## src/rtl/fifo_pkg.sv

```systemverilog
// fifo_pkg: Gray-code helpers and depth check shared by the CDC FIFO pointer blocks
package fifo_pkg;

   // Works for any width up to 32 as long as the unused upper bits are zero.
   function automatic logic [31:0] bin2gray(input logic [31:0] b);
      return b ^ (b >> 1);
   endfunction

   // Each binary bit is the XOR of all Gray bits at or above it, within w bits.
   function automatic logic [31:0] gray2bin(input logic [31:0] g, input int w);
      logic [31:0] b;
      b = g;
      for (int i = w - 2; i >= 0; i--) b[i] = b[i+1] ^ g[i];
      return b;
   endfunction

   function automatic bit is_pow2(input int n);
      return (n >= 2) && ((n & (n - 1)) == 0);
   endfunction

endpackage

```

## src/rtl/fifo_wptr_full_if.sv

```systemverilog
// fifo_wptr_full_if: write-side request/status bundle of the CDC FIFO
interface fifo_wptr_full_if #(
   parameter int AW = 2
) ();
   logic          wr_en;
   logic [AW:0]   rptr_gray_sync;
   logic          overflow_clr;
   logic [AW:0]   wptr_bin;
   logic [AW:0]   wptr_gray;
   logic [AW-1:0] wr_addr;
   logic          wr_ram_en;
   logic          full;
   logic          almost_full;
   logic [AW:0]   wr_level;
   logic          overflow;

   modport master (
      output wr_en, rptr_gray_sync, overflow_clr,
      input  wptr_bin, wptr_gray, wr_addr, wr_ram_en, full, almost_full, wr_level, overflow
   );

   modport slave (
      input  wr_en, rptr_gray_sync, overflow_clr,
      output wptr_bin, wptr_gray, wr_addr, wr_ram_en, full, almost_full, wr_level, overflow
   );
endinterface

```

## src/rtl/fifo_wptr_full.sv

```systemverilog
// fifo_wptr_full: write pointer, full/almost-full, level and sticky overflow in the wr_clk domain
module fifo_wptr_full
   import fifo_pkg::*;
#(
   parameter int FIFO_DEPTH         = 4,
   parameter int ALMOST_FULL_THRESH = FIFO_DEPTH - 1
) (
   input logic            wr_clk,
   input logic            wr_rst_n,
   fifo_wptr_full_if.slave bus
);
   localparam int AW = $clog2(FIFO_DEPTH);
   // Full when the write Gray pointer equals the read one with its top two bits flipped.
   localparam logic [AW:0] FULL_MASK = (AW + 1)'(3) << (AW - 1);
   localparam logic [AW:0] AF_TH     = (AW + 1)'(ALMOST_FULL_THRESH);

   if (!is_pow2(FIFO_DEPTH)) begin : g_depth_chk
      $fatal(1, "FIFO_DEPTH must be a power of two >= 2");
   end
   if (ALMOST_FULL_THRESH < 1 || ALMOST_FULL_THRESH > FIFO_DEPTH) begin : g_thresh_chk
      $fatal(1, "ALMOST_FULL_THRESH must be within 1..FIFO_DEPTH");
   end

   logic [AW:0] wptr_bin_q, wptr_bin_d;
   logic [AW:0] wptr_gray_q, wptr_gray_d;
   logic [AW:0] wr_level_q, wr_level_d;
   logic [AW:0] rbin_sync;
   logic        full_q, full_d;
   logic        almost_full_q, almost_full_d;
   logic        overflow_q, overflow_d;
   logic        w_inc;

   // Next pointer, flags and level; the synchronized read pointer is decoded without a register.
   always_comb begin
      w_inc         = bus.wr_en & ~full_q;
      rbin_sync     = (AW + 1)'(gray2bin(32'(bus.rptr_gray_sync), AW + 1));
      wptr_bin_d    = wptr_bin_q + (AW + 1)'(w_inc);
      wptr_gray_d   = (AW + 1)'(bin2gray(32'(wptr_bin_d)));
      full_d        = wptr_gray_d == (bus.rptr_gray_sync ^ FULL_MASK);
      wr_level_d    = wptr_bin_d - rbin_sync;
      almost_full_d = wr_level_d >= AF_TH;
      overflow_d    = (bus.wr_en & full_q) | (overflow_q & ~bus.overflow_clr);
   end

   // State registers; reset asserts asynchronously.
   always_ff @(posedge wr_clk or negedge wr_rst_n) begin
      if (!wr_rst_n) begin
         wptr_bin_q    <= '0;
         wptr_gray_q   <= '0;
         wr_level_q    <= '0;
         full_q        <= 1'b0;
         almost_full_q <= 1'b0;
         overflow_q    <= 1'b0;
      end else begin
         wptr_bin_q    <= wptr_bin_d;
         wptr_gray_q   <= wptr_gray_d;
         wr_level_q    <= wr_level_d;
         full_q        <= full_d;
         almost_full_q <= almost_full_d;
         overflow_q    <= overflow_d;
      end
   end

   assign bus.wptr_bin    = wptr_bin_q;
   assign bus.wptr_gray   = wptr_gray_q;
   assign bus.wr_addr     = wptr_bin_q[AW-1:0];
   assign bus.wr_ram_en   = w_inc;
   assign bus.full        = full_q;
   assign bus.almost_full = almost_full_q;
   assign bus.wr_level    = wr_level_q;
   assign bus.overflow    = overflow_q;

endmodule
```

## src/flat_wrapper.sv

```systemverilog
// flat-port wrapper written by rule: the top's interface ports become plain ports
module fifo_wptr_full_flat import fifo_pkg::*;
#(
   parameter int FIFO_DEPTH         = 4,
   parameter int ALMOST_FULL_THRESH = FIFO_DEPTH - 1
)
  (wr_clk, wr_rst_n, bus_wr_en, bus_rptr_gray_sync, bus_overflow_clr, bus_wptr_bin, bus_wptr_gray, bus_wr_addr, bus_wr_ram_en, bus_full, bus_almost_full, bus_wr_level, bus_overflow);
  fifo_wptr_full_if bus_i ();
  input logic wr_clk;
  input logic wr_rst_n;
  input wire logic [$bits(bus_i.wr_en)-1:0] bus_wr_en;
  input wire logic [$bits(bus_i.rptr_gray_sync)-1:0] bus_rptr_gray_sync;
  input wire logic [$bits(bus_i.overflow_clr)-1:0] bus_overflow_clr;
  output wire logic [$bits(bus_i.wptr_bin)-1:0] bus_wptr_bin;
  output wire logic [$bits(bus_i.wptr_gray)-1:0] bus_wptr_gray;
  output wire logic [$bits(bus_i.wr_addr)-1:0] bus_wr_addr;
  output wire logic [$bits(bus_i.wr_ram_en)-1:0] bus_wr_ram_en;
  output wire logic [$bits(bus_i.full)-1:0] bus_full;
  output wire logic [$bits(bus_i.almost_full)-1:0] bus_almost_full;
  output wire logic [$bits(bus_i.wr_level)-1:0] bus_wr_level;
  output wire logic [$bits(bus_i.overflow)-1:0] bus_overflow;
  assign bus_i.wr_en = bus_wr_en;
  assign bus_i.rptr_gray_sync = bus_rptr_gray_sync;
  assign bus_i.overflow_clr = bus_overflow_clr;
  assign bus_wptr_bin = bus_i.wptr_bin;
  assign bus_wptr_gray = bus_i.wptr_gray;
  assign bus_wr_addr = bus_i.wr_addr;
  assign bus_wr_ram_en = bus_i.wr_ram_en;
  assign bus_full = bus_i.full;
  assign bus_almost_full = bus_i.almost_full;
  assign bus_wr_level = bus_i.wr_level;
  assign bus_overflow = bus_i.overflow;
  fifo_wptr_full #(.FIFO_DEPTH(FIFO_DEPTH), .ALMOST_FULL_THRESH(ALMOST_FULL_THRESH)) u_core (.wr_clk(wr_clk), .wr_rst_n(wr_rst_n), .bus(bus_i));
endmodule
```

## config.mk

```make
export PLATFORM = sky130hd
export DESIGN_NAME = fifo_wptr_full_flat
export DESIGN_NICKNAME = d
export VERILOG_FILES = /design/src/rtl/fifo_pkg.sv /design/src/rtl/fifo_wptr_full_if.sv /design/src/rtl/fifo_wptr_full.sv /design/src/flat_wrapper.sv
export SDC_FILE = /design/constraint.sdc
export NUM_CORES = 1
export LEC_CHECK = 0
export ABC_AREA = 1
export CAP_MARGIN = 10
export CORE_MARGIN = 5
export CORE_UTILIZATION = 45
export DETAILED_ROUTE_END_ITERATION = 8
export PLACE_DENSITY = 0.79
export SYNTH_ARGS = -nofsm -noshare
export SYNTH_HDL_FRONTEND = slang
export SYNTH_SLANG_ARGS = --single-unit
export TNS_END_PERCENT = 50
```

## constraint.sdc

```tcl
create_clock -name wr_clk -period 3.5 [get_ports wr_clk]
set_input_delay 0.35 -clock wr_clk [delete_from_list [all_inputs] [get_ports wr_clk]]
set_output_delay 0.35 -clock wr_clk [all_outputs]
set_load 0.02 [all_outputs]
```

==> results of run 1 <==
[cell type report]
type,instances,area (um^2),area share
clock buffers,4,26.3,0.0321
inverters,17,63.8,0.0779
multi-input cells,38,225,0.275
flip-flops and latches,11,275,0.336
well taps,15,18.8,0.0229
repair buffers,21,210,0.256
[state kept, by name, summed over array words and instances (netlist names)]
name / cells
u_core.bus.almost_full: 1
u_core.bus.wr_level: 3
u_core.bus.full: 1
u_core.bus.wptr_bin: 3
u_core.bus.wptr_gray: 2
u_core.bus.overflow: 1
[routing by layer]
| layer | GRT usage | vias up | part of all wire |
|---|---|---|---|
| li1 | - | 250 | - |
| met1 | 0.126 | 223 | 0.38 |
| met2 | 0.217 | 20 | 0.49 |
| met3 | 0.0391 | 3 | 0.11 |
| met4 | 0.102 | 0 | 0.022 |
| met5 | 0 | - | 0 |
[kinds of logic after synthesis]
kind of cell	Yosys count	share of synthesized area
buffers and inverters	20	0.147
AOI/OAI and AO/OA	2	0.0213
and+or+nand+nor	31	0.256
DFF	11	0.469
adders and majority gates	3	0.0768
xor gates and xnor gates	2	0.0299
[report_power, final]
part	internal (mW)	switching, mW	leakage [nW]	total, mW
logic	0.232	0.295	0.279	0.527
clock network	0.0442	0.0429	0.0150	0.0871
registers	0.189	0.0294	0.132	0.219
total	0.465	0.367	0.426	0.832
[metrics by stage]
stage / utilization / hold WS (ps) / cells / setup WS [ps]
finish: 0.646 / 405 / 106 / 1490
floorplan: - / 54.4 / 69 / 1680
CTS: 0.646 / 414 / 106 / 1470
detailed placement: 0.625 / 515 / 102 / 1190
global route: 0.646 / 446 / 106 / 1370
global placement: 0.625 / 511 / 102 / 1240
[worst max-delay path by stage]
stage / from / to
3_5_place_dp: bus_rptr_gray_sync[1] / u_core.bus.almost_full
3_3_place_gp: bus_rptr_gray_sync[1] / u_core.bus.almost_full
5_1_grt: bus_rptr_gray_sync[1] / u_core.bus.almost_full
4_1_cts: bus_rptr_gray_sync[1] / u_core.bus.almost_full
2_1_floorplan: u_core.bus.full / u_core.bus.almost_full
6_report: bus_rptr_gray_sync[1] / u_core.bus.almost_full
[critical path, delay by kind of cell]
family | cells | cell delay (ps)
buffers and inverters | 2 | 560
XOR/XNOR | 2 | 450
AO/OA/AOI/OAI | 1 | 90
adder cells (fa/ha/maj) | 2 | 710
[layout by cell type (no fill, tap or decap)]
cell / netlist / final
clkdlybuf4s50_1: 0 / 21
inv_1: 15 / 15
nand2_1: 14 / 14
dfrtp_1: 11 / 11
nand3_1: 10 / 10
nand2_2: 5 / 5
clkbuf_4: 0 / 3
inv_2: 2 / 2
xor2_1: 2 / 2
ha_1: 2 / 2
nand3_2: 1 / 1
o211ai_1: 1 / 1
o21ai_0: 1 / 1
nor2_2: 1 / 1
fa_1: 1 / 1
clkbuf_1: 0 / 1
==> results_dict.tcl, run 1 <==
set metrics [dict create \
    status "finished clean" \
    p_per_area_nw_per_um2 1020 \
    cpMostUsedCell "xor2_1" \
    die_h_um 46.1 \
    vias 496 \
    ys_seq_elements 11 \
    cts_tree "done" \
    io_buffer_count 21 \
    grt_first_pass_wirelength_um 1770 \
    dpl.hpwl_um 913 \
    final-setup-viol-count 0 \
    syn_inst 69 \
    leakagePower_nw 0.426 \
    firstDrtPassIters 4 \
    slowest_stage "fa_1" \
    n_fill_cell 122 \
    dieArea_um2 2130 \
    io_pins 22 \
    period_share 0.573 \
    place.gp.congestion 0.765 \
    cts-htree-levels 1 \
    slew_violations 0 \
    ant_nets 0 \
    antenna_cells 0 \
    stdcell_area_um2 820 \
    async_reset_ff_frac 1.00 \
    power_mw 0.832 \
    critPathCaptureType "flop" \
    crit_chain "clkdlybuf4s50_1 > xor2_1 > xor2_1 > inv_1 > ha_1 > fa_1 > o211ai_1" \
    arrival_ps 2150 \
    floorplan.initialDensity 0.463 \
    yosys.area.top_type "dfrtp_1" \
    r2r-start "u_core.bus.wptr_bin[0]" \
    finalNetCount 102 \
    post_cts_buffers 0 \
    start_kind "input pin" \
    cts_buffers 3 \
    tns_ps 0 \
    routed_via_density 4.68 \
    crit_type "in -> reg" \
    coreArea_um2 1270 \
    drive_above_1_share 0.132 \
    max_stage_delay_ps 520 \
    ys.flop_type "dfrtp_1" \
    place_area_um2 793 \
    grt.overflow.total 0 \
    hold_viol_final 0 \
    post-route-min-period_ps 2010 \
    ys_warn_count 0 \
    synth_nets 79 \
    r2r-end "u_core.bus.almost_full" \
    yosysUniqueCellTypes 14 \
    tightest_slew_ps 488 \
    postCtsHoldBufs 0 \
    grt_pass1_vias 434 \
    synth_area_um2 587 \
    clock_skew_ps 4.04 \
    grt_max_degree 12 \
    grtUsageTotal 0.128 \
    synth_commonest_cells "15 x inv_1, 14 x nand2_1, 11 x dfrtp_1, 10 x nand3_1, 5 x nand2_2" \
    synth_area_leaders "dfrtp_1 47%, inv_1 9.6%, nand2_1 9.0%" \
    wl_per_cell_um 10.5 \
    wl_um 1110 \
    maxSlewHeadroom 0.674 \
    rsz0062_at_grt "false" \
    max_clock_freq_mhz 499 \
    worstPathRequired_ps 3650 \
    antenna_found_initial 0 \
    vdd_drop_max_uv 467 \
    core.rowCount 13 \
    drv_cap 0 \
    die_w_um 46.1 \
    yosysSeqAreaShare 0.469 \
    ctsRootBufferMaster "clkbuf_4" \
    synth_top_area_frac 0.469 \
    drc 0 \
    r2r_setup_slack_ps 1690 \
    clk_latency_ps 270 \
    avgSynthCellArea_um2 8.50 \
    ff2ff_path_depth 6 \
    ctsResizeCount 0 \
    clk_path_buf_depth 2 \
    cp_max_fo 3 \
    synth-edff-count 0 \
    first_iter_violations 7 \
    synth_most_common_cell "inv_1" \
    clk_pin_slew_worst_paths_ps 70 \
    area_growth_pct 39.7 \
    clock-sinks 11 \
    min_path_type "in -> async" \
]
Power figures use the tool's default switching activity.
==> run 2: changes to the inputs <==
--- a/config.mk
+++ b/config.mk
@@ -8,9 +8,9 @@
 export ABC_AREA = 1
 export CAP_MARGIN = 10
 export CORE_MARGIN = 5
-export CORE_UTILIZATION = 45
+export CORE_UTILIZATION = 37
 export DETAILED_ROUTE_END_ITERATION = 8
-export PLACE_DENSITY = 0.79
+export PLACE_DENSITY = 0.7
 export SYNTH_ARGS = -nofsm -noshare
 export SYNTH_HDL_FRONTEND = slang
 export SYNTH_SLANG_ARGS = --single-unit
==> constraint.sdc (replaced) <==
create_clock -name wr_clk -period 1.8 [get_ports wr_clk]
set_input_delay 0.18 -clock wr_clk [delete_from_list [all_inputs] [get_ports wr_clk]]
set_output_delay 0.18 -clock wr_clk [all_outputs]
set_load 0.02 [all_outputs]
==> run 2 against run 1 <==
Cell area grew 9.2%; register-to-register slack lost 1500 ps; utilization is 5.2 points lower; die area rose by 17%; worst hold slack got worse by 160 ps; global-route usage fell by 1.4 points; clock skew up 0.78 ps; sequential power is 94% higher; sequential share of layout area fell by 2.7 points; critical path type is now reg -> out; largest cell class unchanged.
==> results_dict.tcl, run 2 (same netlist as run 1, synthesis figures left out) <==
set metrics [dict create \
    rsz0062_at_grt "false" \
    cp_max_fo 3 \
    start_kind "flop" \
    tightest_slew_ps 499 \
    power_frac_seq 0.248 \
    drv_cap 0 \
    clkPwrFrac 0.098 \
    vias 514 \
    power_mw 1.71 \
    grt_max_degree 12 \
    ant_nets 0 \
    grt.overflow.total 0 \
    max_clock_freq_mhz 600 \
    die_h_um 49.8 \
    worstPathRequired_ps 1620 \
    die_w_um 49.8 \
    ctsRootBufferMaster "clkbuf_4" \
    firstDrtPassIters 2 \
    maxSlewHeadroom 0.666 \
    antenna_found_initial 0 \
    slew_violations 0 \
    clock-sinks 11 \
    leakagePower_nw 0.482 \
    status "finished clean" \
    antenna_cells 0 \
    cts_tree "done" \
    clk_latency_ps 270 \
    grtUsageTotal 0.114 \
    io_buffer_count 21 \
    regArea_um2 277 \
    floorplan.initialDensity 0.390 \
    tns_ps 0 \
    final-setup-viol-count 0 \
    clock_skew_ps 4.82 \
    p_switching_mw 0.735 \
    p_per_area_nw_per_um2 1920 \
    core.rowCount 14 \
    post-route-min-period_ps 1670 \
    drc 0 \
    final_common_cell "clkdlybuf4s50_1" \
    grt_first_pass_wirelength_um 2150 \
    coreArea_um2 1510 \
    power_frac_comb 0.654 \
    place_ws_ps -236 \
    cts_buffers 3 \
    critPathCaptureType "primary output" \
    hold_viol_final 0 \
    n_fill_cell 136 \
    vdd_drop_max_uv 714 \
    final_cell_mix "19 x clkdlybuf4s50_1, 15 x inv_1, 14 x nand2_1, 10 x nand3_1, 10 x dfrtp_1" \
    dieArea_um2 2480 \
    post_cts_buffers 0 \
    final_util 0.594 \
    drive_above_1_share 0.222 \
    cts-htree-levels 1 \
    io_pins 22 \
    dpl.hpwl_um 994 \
    p_sw_frac 0.429 \
    wl_per_cell_um 10.5 \
    min_path_type "in -> async" \
    clk_pin_slew_worst_paths_ps 70 \
    finalNetCount 110 \
    area_growth_pct 52.5 \
    clk_path_buf_depth 2 \
    place.gp.congestion 0.777 \
    crit_type "reg -> out" \
    fin_ws_ps 132 \
    routed_via_density 4.47 \
    wl_um 1210 \
    multi_input_area_um2 233 \
    arrival_ps 1490 \
    grt_pass1_vias 498 \
    first_iter_violations 2 \
    period_share 0.926 \
    p_int_mw 0.979 \
]
==> run 2: cell types whose count changed in the layout (fill, tap and decap cells not counted), sizes merged <==
cell           change
buf                +8
clkdlybuf4s50      -2
dlymetal6s2s       +2
==> run 2: metal layers <==
metal | GRT usage | up-vias | wire [um]
met5 | 0 | - | 0
met4 | 0.0786 | 0 | 23
met3 | 0.0241 | 2 | 71
met2 | 0.186 | 16 | 584
met1 | 0.130 | 233 | 531
li1 | - | 263 | -
==> run 2: final cells by class <==
cell class,instances,area share
sequential,11,0.309
clock buffer,4,0.0294
timing repair buffer,29,0.308
inverter,17,0.0713
multi-input combinational,38,0.260
tap,16,0.0224
==> run 2: what timing repair did <==
item | CTS | global route
setup endpoints to repair | 0 | 3
hold endpoints to repair | 0 | 0
hold buffers | 0 | 0
gates resized for setup | 0 | 3
==> run 2: final timing paths <==
kind / endpoint / slack [ps] / cells after the start / start
max: bus_wr_ram_en / 130 / 4 / u_core.bus.full
min: u_core.bus.wptr_gray[0] / 240 / 1 / wr_rst_n
max reg2reg: u_core.bus.almost_full / 160 / 6 / u_core.bus.wptr_bin[0]
min reg2reg: u_core.bus.overflow / 530 / 2 / u_core.bus.overflow
max in group asynchronous: u_core.bus.full / 1190 / 1 / wr_rst_n
min in group wr_clk: u_core.bus.full / 440 / 5 / bus_rptr_gray_sync[1]
==> run 2: worst max-delay path, stage by stage, from the launching register on <==
cell             delay (ps)
dfrtp_2                 410
inv_1                    80
nand2_1                  80
inv_1                    50
clkdlybuf4s50_1         590
==> run 2: power by group through the flow <==
| stage | clock network (mW) | logic (mW) | registers [mW] |
|---|---|---|---|
| final | 0.168 | 1.12 | 0.425 |
| after global routing | 0.185 | 1.24 | 0.442 |
| after CTS | 0.176 | 1.13 | 0.429 |
| after detailed placement | 0 | 1.13 | 0.434 |
| after global placement | 0 | 1.11 | 0.429 |
| after floorplan | 0 | 0.526 | 0.577 |
==> run 2: metrics by stage <==
step | hold WS, ps | instances | instance area, um^2
CTS | 258 | 115 | 882
floorplan | -116 | 69 | 588
finish | 244 | 115 | 895
global route | 289 | 115 | 895
detailed placement | 515 | 111 | 856
global placement | 501 | 111 | 856
==> run 3: changes to the inputs <==
--- a/config.mk
+++ b/config.mk
@@ -7,8 +7,10 @@
 export LEC_CHECK = 0
 export ABC_AREA = 1
 export CAP_MARGIN = 10
+export CELL_PAD_IN_SITES_DETAIL_PLACEMENT = 2
+export CELL_PAD_IN_SITES_GLOBAL_PLACEMENT = 2
 export CORE_MARGIN = 5
-export CORE_UTILIZATION = 37
+export CORE_UTILIZATION = 21
 export DETAILED_ROUTE_END_ITERATION = 8
 export PLACE_DENSITY = 0.7
 export SYNTH_ARGS = -nofsm -noshare
==> run 3 against run 2 <==
Sequential power up 2%; sequential cell count unchanged; die area up 59%; setup slack worse by 90 ps; final cell count up 16%; worst hold slack about the same; via count up 8.4%; register-to-register slack worse by 40 ps; sequential share of layout area down 1.3 points.
==> results_dict.tcl, run 3 (same netlist as run 1, synthesis figures left out) <==
set metrics [dict create \
    io_buffer_count 21 \
    grt_pass1_vias 666 \
    grt_first_pass_wirelength_um 2820 \
    antenna_found_initial 0 \
    r2r-end "u_core.bus.almost_full" \
    period_share 0.977 \
    ff2ff_path_depth 8 \
    clk_latency_ps 280 \
    slew_violations 0 \
    post-route-min-period_ps 1760 \
    area_growth_pct 59.3 \
    cts_tree "done" \
    place_ws_ps -285 \
    clock-sinks 11 \
    maxSlewHeadroom 0.641 \
    p_per_area_nw_per_um2 1950 \
    die_w_um 62.9 \
    firstDrtPassIters 2 \
    grt_max_degree 12 \
    routed_via_density 4.19 \
    final_cell_mix "20 x clkdlybuf4s50_1, 15 x inv_1, 14 x nand2_1, 11 x buf_4, 10 x dfrtp_1" \
    finalNetCount 113 \
    n_fill_cell 320 \
    p_switching_mw 0.802 \
    wl_um 1720 \
    start_kind "input pin" \
    r2r-start "u_core.bus.wptr_bin[0]" \
    clk_pin_slew_worst_paths_ps 80 \
    grtUsageTotal 0.0917 \
    arrival_ps 1960 \
    drv_cap 0 \
    crit_type "in -> reg" \
    first_iter_violations 4 \
    cp_max_fo 2 \
    hold_viol_final 0 \
    clk_path_buf_depth 2 \
    p_int_mw 1.02 \
    final-setup-viol-count 0 \
    vias 557 \
    clkPwrFrac 0.099 \
    grt.overflow.total 0 \
    ant_nets 0 \
    core.rowCount 19 \
    antenna_cells 0 \
    leakagePower_nw 0.481 \
    status "finished clean" \
    max_clock_freq_mhz 569 \
    io_pins 22 \
    vdd_drop_max_uv 704 \
    cts-htree-levels 1 \
    drive_above_1_share 0.255 \
    drc 0 \
    fin_ws_ps 42.0 \
    p_sw_frac 0.441 \
    cts_buffers 3 \
    power_frac_comb 0.663 \
    power_frac_seq 0.237 \
    die_h_um 62.9 \
    ctsRootBufferMaster "clkbuf_4" \
    dpl.hpwl_um 1410 \
    tns_ps 0 \
    worstPathRequired_ps 2000 \
    final_common_cell "clkdlybuf4s50_1" \
    clock_skew_ps 7.85 \
    tightest_slew_ps 536 \
    coreArea_um2 2710 \
    min_path_type "in -> async" \
    r2r_setup_slack_ps 120 \
    critPathCaptureType "flop" \
    floorplan.initialDensity 0.217 \
    wl_per_cell_um 12.9 \
    dieArea_um2 3950 \
    place.gp.congestion 0.753 \
]
run 3: cell types whose count changed in the layout (fill, tap and decap cells not counted), sizes merged:
cell and change:
dlygate4sd2 +1, clkdlybuf4s50 +1, dlymetal6s2s -2, buf +3
run 3: what timing repair did:
item	4_1_cts	5_1_grt
resized for setup	1	2
hold buffers	0	0
setup endpoints to repair	1	2
pin swaps	0	1
buffers inserted	0	0
run 3: metrics by stage:
stage | std cells | total power [mW] | hold slack (ps) | utilization | cell area [um^2]
after floorplan | 69 | 1.10 | -116 | - | 588
after global placement | 129 | 1.61 | 504 | 0.331 | 897
after detailed placement | 129 | 1.65 | 522 | 0.331 | 897
after CTS | 133 | 1.85 | 273 | 0.340 | 922
after global routing | 133 | 1.99 | 288 | 0.345 | 935
final | 133 | 1.82 | 244 | 0.345 | 935
run 3: metal layers:
metal  vias to the layer above  wire length (um)  share of wire  track usage
met5                         -                 0              0            0
met4                         0                38          0.022       0.0557
met3                         5                86          0.050       0.0252
met2                        13               979           0.57        0.168
met1                       271               610           0.36       0.0890
li1                        268                 -              -            -
run 3: worst max path at each step:
stage	from	end	slack, ps	cells past startpoint
global placement	bus_rptr_gray_sync[1]	u_core.bus.almost_full	-190	7
finish	bus_rptr_gray_sync[2]	u_core.bus.almost_full	40	9
CTS	bus_rptr_gray_sync[2]	u_core.bus.almost_full	20	8
global route	bus_rptr_gray_sync[2]	u_core.bus.almost_full	-7	9
floorplan	u_core.bus.wptr_bin[0]	u_core.bus.almost_full	6	6
detailed placement	bus_rptr_gray_sync[2]	u_core.bus.almost_full	-290	8
run 3: final cells by class:
type / count / area (um^2) / share of cell area
Timing Repair Buffer: 32 / 292 / 0.312
Sequential cell: 11 / 277 / 0.296
Clock buffer: 4 / 26.3 / 0.0281
Tap cell: 31 / 38.8 / 0.0415
Inverter: 17 / 63.8 / 0.0683
Multi-Input combinational cell: 38 / 238 / 0.254
run 3: power groups by stage:
stage	sequential, mW	combinational (mW)	clock (mW)
global route	0.452	1.33	0.202
CTS	0.435	1.23	0.187
finish	0.432	1.21	0.181
detailed placement	0.438	1.22	0
global placement	0.435	1.18	0
floorplan	0.577	0.526	0
run 3: critical path: stages:
cell and delay [ps]:
clkdlybuf4s50_1 520, xor2_2 180, xor2_1 170, inv_1 70
ha_1 190, fa_1 410, inv_1 80, nand2_1 80
o211ai_1 90
